`src/rtl/pong_match_ctrl.sv`:
```
// Pong match sequencer, evaluated once per video frame.
// Decides when the ball is held at centre, when it moves and when it is
// frozen; detects goals from the ball position, keeps both scores, and
// runs the serve delay, the post-goal pause, player pause and game-over.
module pong_match_ctrl #(
  parameter int          WIN_SCORE    = 7,
  parameter int          SERVE_FRAMES = 60,
  parameter int          POINT_FRAMES = 30,
  parameter int          GOAL_L       = 34,
  parameter int          GOAL_R       = 595,
  parameter logic [7:0]  KEY_START    = 8'h2C,
  parameter logic [7:0]  KEY_PAUSE    = 8'h13
) (
  input  logic       frame_clk,
  input  logic       Reset,
  input  logic [7:0] keycode,
  input  logic [9:0] BallX,
  input  logic [9:0] BallS,
  output logic       BallHold,
  output logic       BallEn,
  output logic       ServeDir,
  output logic [3:0] Score1,
  output logic [3:0] Score2,
  output logic       GameOver,
  output logic       Winner,
  output logic [2:0] GameState
);

  // Match phases; the code doubles as the GameState debug/HUD value.
  localparam logic [2:0] S_IDLE  = 3'd0;
  localparam logic [2:0] S_SERVE = 3'd1;
  localparam logic [2:0] S_PLAY  = 3'd2;
  localparam logic [2:0] S_POINT = 3'd3;
  localparam logic [2:0] S_PAUSE = 3'd4;
  localparam logic [2:0] S_OVER  = 3'd5;

  localparam logic [7:0]  SERVE_LAST = 8'(SERVE_FRAMES - 1);
  localparam logic [7:0]  POINT_LAST = 8'(POINT_FRAMES - 1);
  localparam logic [3:0]  WIN        = 4'(WIN_SCORE);
  localparam logic [10:0] GOAL_L_X   = 11'(GOAL_L);
  localparam logic [10:0] GOAL_R_X   = 11'(GOAL_R);

  logic [2:0]  state, state_next;
  logic [7:0]  timer, timer_next;
  logic [7:0]  key_prev;
  logic [3:0]  score1_next, score2_next;
  logic [3:0]  score1_inc, score2_inc;
  logic        dir_next, winner_next;
  logic        start_press, pause_press;
  logic [10:0] ball_x, ball_s, left_edge, right_edge;
  logic        goal_l, goal_r;

  // A held key reports one press: only the frame where it first appears.
  assign start_press = (keycode == KEY_START) && (key_prev != KEY_START);
  assign pause_press = (keycode == KEY_PAUSE) && (key_prev != KEY_PAUSE);

  // Goal lines are checked on the ball's outer edges in 11 bits so the
  // right edge cannot overflow; a ball straddling x = 0 counts as a left goal.
  assign ball_x     = {1'b0, BallX};
  assign ball_s     = {1'b0, BallS};
  assign left_edge  = ball_x - ball_s;
  assign right_edge = ball_x + ball_s;
  assign goal_l     = (ball_x < ball_s) || (left_edge <= GOAL_L_X);
  assign goal_r     = (right_edge >= GOAL_R_X);

  assign score1_inc = Score1 + 4'd1;
  assign score2_inc = Score2 + 4'd1;

  // Next-state, timer, score and serve-direction decisions for this frame.
  always_comb begin
    // NOTE: every signal gets a hold-value default first so no path through
    // the case statement leaves one unassigned and infers a latch.
    state_next  = state;
    timer_next  = timer;
    score1_next = Score1;
    score2_next = Score2;
    dir_next    = ServeDir;
    winner_next = Winner;
    case (state)
      S_IDLE: begin
        if (start_press) begin
          state_next  = S_SERVE;
          timer_next  = '0;
          score1_next = '0;
          score2_next = '0;
        end
      end
      S_SERVE: begin
        if (timer == SERVE_LAST) begin
          state_next = S_PLAY;
          timer_next = '0;
        end else begin
          timer_next = timer + 8'd1;
        end
      end
      S_PLAY: begin
        // A goal outranks a pause request arriving in the same frame.
        if (goal_l) begin
          score2_next = score2_inc;
          dir_next    = 1'b0;
          if (score2_inc == WIN) begin
            state_next  = S_OVER;
            winner_next = 1'b1;
          end else begin
            state_next = S_POINT;
            timer_next = '0;
          end
        end else if (goal_r) begin
          score1_next = score1_inc;
          dir_next    = 1'b1;
          if (score1_inc == WIN) begin
            state_next  = S_OVER;
            winner_next = 1'b0;
          end else begin
            state_next = S_POINT;
            timer_next = '0;
          end
        end else if (pause_press) begin
          state_next = S_PAUSE;
        end
      end
      S_POINT: begin
        if (timer == POINT_LAST) begin
          state_next = S_SERVE;
          timer_next = '0;
        end else begin
          timer_next = timer + 8'd1;
        end
      end
      S_PAUSE: begin
        if (pause_press) state_next = S_PLAY;
      end
      S_OVER: begin
        if (start_press) state_next = S_IDLE;
      end
      default: begin
        // Unused codes recover to IDLE on the next frame.
        state_next = S_IDLE;
        timer_next = '0;
      end
    endcase
  end

  // Frame-rate state, counters, scores and key history.
  always_ff @(posedge frame_clk or posedge Reset) begin
    if (Reset) begin
      state    <= S_IDLE;
      timer    <= '0;
      key_prev <= '0;
      Score1   <= '0;
      Score2   <= '0;
      ServeDir <= 1'b1;
      Winner   <= 1'b0;
    end else begin
      // NOTE: non-blocking assignments so every register samples the values
      // from before this edge, regardless of statement order.
      state    <= state_next;
      timer    <= timer_next;
      key_prev <= keycode;
      Score1   <= score1_next;
      Score2   <= score2_next;
      ServeDir <= dir_next;
      Winner   <= winner_next;
    end
  end

  // Ball control decoded from the registered state only (Moore outputs).
  always_comb begin
    BallHold = 1'b1;
    BallEn   = 1'b0;
    case (state)
      S_PLAY: begin
        BallHold = 1'b0;
        BallEn   = 1'b1;
      end
      S_PAUSE: begin
        BallHold = 1'b0;
        BallEn   = 1'b0;
      end
      default: begin
        BallHold = 1'b1;
        BallEn   = 1'b0;
      end
    endcase
  end

  assign GameOver  = (state == S_OVER);
  assign GameState = state;

endmodule

```
`config.mk`:
```
export PLATFORM = sky130hd
export DESIGN_NAME = pong_match_ctrl
export DESIGN_NICKNAME = d
export VERILOG_FILES = /design/src/rtl/pong_match_ctrl.sv
export SDC_FILE = /design/constraint.sdc
export NUM_CORES = 1
export LEC_CHECK = 0
export BUFFER_PORTS_ARGS = -buffer_cell sky130_fd_sc_hd__buf_4
export CAP_MARGIN = 20
export CORE_AREA = 10 10 90 92
export CTS_CLUSTER_DIAMETER = 40
export DETAILED_ROUTE_END_ITERATION = 12
export DIE_AREA = 0 0 100 102
export GPL_TIMING_DRIVEN = 0
export PLACE_DENSITY = 0.61
export SLEW_MARGIN = 5
export SYNTH_ARGS = -nofsm -noshare
export SYNTH_HDL_FRONTEND = slang
export SYNTH_SLANG_ARGS = --single-unit
```
`constraint.sdc`:
```
create_clock -name frame_clk -period 2.1 [get_ports frame_clk]
set_input_delay 0.42 -clock frame_clk [delete_from_list [all_inputs] [get_ports frame_clk]]
set_output_delay 0.42 -clock frame_clk [all_outputs]
set_load 0.02 [all_outputs]
```
=== After elaboration in Yosys (flattened, before gate mapping) ===
Index checks and enable logic that the tools add are counted.

* Register bits: 29
* Output and inout bits: 16

* Muxes and demuxes: 33
* Bitwise gates (word level): 1
* Add/sub/neg operators: 5
* Equal/unequal tests: 26
* Order comparisons: 3
* Reductions and logical operators: 15

{| class="wikitable"
|+ Operators with widths
! operator !! count
|-
| $mux W8 || 7
|-
| $pmux W8 S5 || 1
|-
| $mux W3 || 10
|-
| $pmux W3 S6 || 1
|-
| $eq A8 B5 Y1 const B || 2
|-
| $eq A8 B6 Y1 const B || 2
|-
| $mux W4 || 4
|-
| $pmux W4 S2 || 2
|-
| $ne A2 B2 Y1 const B || 7
|-
| $add A10 B10 Y11 || 1
|-
| $ge A11 B10 Y1 const B || 1
|-
| $le A11 B6 Y1 const B || 1
|-
| $sub A10 B10 Y11 || 1
|-
| $lt A10 B10 Y1 || 1
|-
| $ne A3 B3 Y1 const B || 3
|-
| $add A4 B1 Y4 const B || 2
|-
| $add A8 B1 Y8 const B || 1
|-
| $eq A4 B3 Y1 const B || 2
|-
| $mux W1 || 8
|-
| $ne A8 B5 Y1 const B || 1
|-
| $ne A8 B6 Y1 const B || 1
|-
| $reduce_and A4 Y1 || 2
|-
| $eq A3 B2 Y1 const B || 2
|-
| $eq A3 B3 Y1 const B || 2
|-
| 13 further kinds || 18
|}

=== Depth between registers and ports, before layout ===
* Word-level depth: 6
* Mapped depth: 11
* Gate-level depth less buffers: 11

=== Worst setup path after synthesis ===
OpenSTA, ideal clock, no wires.

* Kind: input -> register
* Start point: input port BallX[0]
* End point: register Score1[2]
* Stages: 11
* Library setup time: 0.086 ns
* Setup slack: -0.747 ns
* Arrival time: 2.761 ns
* Path through: ha_1 -> inv_1 -> fa_1 -> o21bai_1 -> a211oi_1 -> o21bai_1 -> o311ai_1 -> or4_4 -> o21a_2 -> a32o_1 -> o221ai_2

* Cells in the longest elaborated chain, start to end: 5
* Elaborated cells between the ends (all ways): 9
* Classes of those cells: add/sub (2); order compare (3); eq/ne (2); reduce/logical (2)

{| class="wikitable"
|+ Ends and longest elaborated chain
! item !! RTL line !! source
|-
| from (decl) || 17 || <nowiki>input logic [9:0] BallX,</nowiki>
|-
| $sub A10 B10 Y11 || 61 || <nowiki>assign left_edge = ball_x - ball_s;</nowiki>
|-
| $le A11 B6 Y1 || 63 || <nowiki>assign goal_l = (ball_x < ball_s) || (left_edge <= GOAL_L_X);</nowiki>
|-
| $logic_or A1 B1 Y1 || 63 ||
|-
| $ne A2 B2 Y1 (no line) || - ||
|-
| $reduce_and A4 Y1 (no line) * || - ||
|-
| to (signal assigned) || 160 || <nowiki>Score1 <= score1_next;</nowiki>
|-
| to (decl) || 22 || <nowiki>output logic [3:0] Score1,</nowiki>
|}

Every way passes the cells marked *; elsewhere a longest branch is shown, timed or not.
A chain may end at the register's enable or synchronous reset.

=== Final worst setup path ===
* Start point: input port BallX[0]
* End point: register timer[2]

* Cells in the longest elaborated chain, start to end: 5
* Elaborated cells between the ends (all ways): 12
* Classes of those cells: add/sub (2); order compare (3); eq/ne (3); mux (2); reduce/logical (2)

{| class="wikitable"
|+ Ends and longest elaborated chain
! item !! RTL line !! source
|-
| $sub A10 B10 Y11 || 61 ||
|-
| $le A11 B6 Y1 || 63 ||
|-
| $logic_or A1 B1 Y1 || 63 ||
|-
| $ne A3 B3 Y1 (no line) or $mux W8 (tied branches) || - ||
|-
| $reduce_and A5 Y1 (no line) or $pmux W8 S5 (tied branches) || - ||
|-
| to (signal assigned) || 158 || <nowiki>timer <= timer_next;</nowiki>
|-
| to (decl) || 44 || <nowiki>logic [7:0] timer, timer_next;</nowiki>
|}

Several ways; a longest one is shown, not always the timed one.

==> results_dict.tcl <==
set metrics [dict create \
    htreeDepth 2 \
    yosysWarnings 0 \
    drv_cap 0 \
    hold_violations 0 \
    violations "setup timing" \
    port_buffers 45 \
    dp_hpwl_mm 5.47 \
    r2r-end "timer[2]" \
    grt_overflow 0 \
    dp_worst_setup_slack_ns -1.09 \
    rsz0062_at_grt "true" \
    ys_seq_elements 29 \
    clk_latency_ns 0.28 \
    final_cell_mix "63 x buf_4, 34 x inv_1, 28 x dfrtp_1" \
    grt_start_max_net_pins 16 \
    powerDensity_nw_per_um2 882 \
    synthFlopType "dfrtp_1" \
    stdcell_count 487 \
    grt_pass1_vias 2684 \
    pin_count 46 \
    syn2layout_area_growth_pct 37.9 \
    grt_util_met2_pct 25.1 \
    setup_tns_ns -10.07 \
    synth_edf_count 0 \
    ys_seq_area_share_pct 25.9 \
    fin_area_sq_um 3870 \
    clockRootBuffer "clkbuf_8" \
    ys_types 69 \
    die-area_sq_um 10200 \
    p_total_uw 3420 \
    numCtsBuffers 5 \
    antenna_left 0 \
    crit_fanout 8 \
    first_pass_iters 4 \
    fillers 551 \
    drc 0 \
    layout.area.seq_sq_um 727 \
    grtUsageMet3_pct 2.23 \
    path_class "input pin to flip-flop" \
    finalWorstSetupSlack_ns -0.543 \
    clk_pin_slew_ns 0.06 \
    cp_cell_sequence "buf_12 > ha_4 > inv_2 > fa_2 > or2_4 > a221oi_4 > o32ai_2 > o2111ai_1 > a311o_1 > o211ai_4 > a211oi_4 > buf_12 > o21ai_1" \
    reg2reg_depth 8 \
    async_flop_share_pct 100 \
    worst_setup_path_end_kind "flip-flop" \
    clkSinkCount 29 \
    fp.dieW_microns 100 \
    period_minus_slack_ns 2.64 \
    vdd.ir_drop.worst_mv 0.494 \
    gp_congestion 0.817 \
    clock_skew_ns 0.00416 \
    cts_tree "yes" \
    relSlewSlack_pct 49.4 \
    grt_pass1_wl_mm 12.0 \
    slew_violations 0 \
    crit_arrival_ns 2.81 \
    rows 29 \
    drtIter0Drc 98 \
    coreArea_sq_um 6280 \
    critPathLaunchType "input pin" \
    slowest_delay_ns 0.38 \
    leakagePower_uw 0.00170 \
    avgSynthCellArea_sq_um 8.35 \
    antenna_found_initial 0 \
    initial_utilization_pct 44.7 \
    setup_viol 21 \
    routed_wl_mm 7.28 \
    status "complete, but fails checks" \
    required_ns 2.26 \
    cp_slowest_cell "fa_2" \
    multiInputGateArea_sq_um 2160 \
    reg2reg_from "Score1[0]" \
    layout_commonest_cell "buf_4" \
    fmax_ghz 0.378 \
    die_h_microns 102 \
    vias 2704 \
    fin_crit_sh_pct 126 \
    cts_buffer_depth 2 \
    syn_area_sq_um 2810 \
    top_usage_layer "met2" \
    via_per_inst 5.55 \
    crit_top_cell "buf_12" \
    synth_fp_nets 394 \
    placed_cells_incl_taps 459 \
    drive_above_1_share_pct 35.6 \
    nNetsFinal 467 \
    drt-wirelength-per-cell_microns 15.0 \
    syn_inst 336 \
    grt_usage_pct 13.8 \
    r2r_setup_slack_ns -0.12 \
    hp-class "input pin to async pin" \
    n_antenna_cell 0 \
    placed_cell_area_sq_um 3330 \
    tightest_slew_ns 0.755 \
    grtUsageMet1_pct 15.9 \
]
-- state kept, by name, summed over array words and instances (netlist names) --
register	flops
GameState	3
Score1	4
Score2	4
ServeDir	1
Winner	1
key_prev	8
timer	8
-- logic make-up after synthesis --
group	Yosys count	synth area share, %
xor+xnor	10	3.12
simple gates	124	24.6
fa+ha+maj	28	13.0
compound gates	91	24.3
flops	29	25.9
mux	4	1.43
buf+inv	50	7.67
-- power breakdown --
group          internal, uW  switching (uW)  total [uW]
Clock                   296             210         506
Sequential              726             191         917
Combinational           885            1110        1990
-- worst max path at each step --
stage	start	to	cells past startpoint
after global placement	BallX[0]	timer[4]	12
after floorplan	BallX[0]	timer[2]	11
after detailed placement	BallX[0]	timer[1]	12
after CTS	BallX[0]	timer[4]	12
final	BallX[0]	timer[2]	13
after global routing	BallX[0]	Score1[2]	12
-- synthesized netlist by cell type (3+ instances only) --
cell	count	area (sq um)
inv_1	38	143
dfrtp_1	28	701
ha_1	26	325
nor2_1	26	97.6
nand2_1	25	93.8
o21ai_0	17	85.1
a21oi_1	15	75.1
nor3_1	14	70.1
nand3_1	10	50.1
xnor2_1	8	70.1
clkbuf_1	7	26.3
a31oi_1	6	37.5
nand2b_1	6	37.5
nor2b_1	6	37.5
o21ai_1	6	30.0
nor3b_1	5	37.5
o211ai_2	5	62.6
a211oi_1	4	30.0
mux2i_1	4	40.0
nor4b_1	4	35.0
o21bai_1	4	30.0
buf_6	3	33.8
nand4_1	3	18.8
o2111ai_1	3	26.3
o211ai_1	3	22.5
or3_1	3	18.8
-- layout make-up --
cell class              count  share of cell area (%)
plain buffers              12                    1.97
flip-flops and latches     29                    18.8
repair buffers             66                    14.3
clock inverters             1                   0.129
multi-input cells         257                    55.9
inverters                  38                    4.01
clock buffers               7                    2.49
well taps                  77                    2.49
-- stage by stage --
step,hold WS (ns),util [%]
CTS,0.253,58.4
finish,0.233,61.7
detailed placement,0.507,53.1
global route,0.255,61.7
floorplan,0.451,-
global placement,0.504,52.6
-- routing by layer --
layer / up-vias / part of all wire [%]
li1: 1355 / -
met1: 1290 / 43
met2: 48 / 52
met3: 11 / 3.4
met4: 0 / 1.9
met5: - / 0
-- what timing repair did --
action / 4_1_cts / 5_1_grt
pin swaps: 15 / 22
setup buffers: 14 / 7
gates resized for setup: 28 / 38
setup endpoints to repair: 22 / 21
hold buffers: 0 / 0
gates cloned: 0 / 0
-- worst max-delay path, delay by kind of cell --
family                     cells  cell delay, ns
adders and majority gates      2            0.50
and+or+nand+nor                1            0.26
buffers and inverters          3            0.28
AOI/OAI and AO/OA              7            1.32
(Power assumes the default switching activity.)
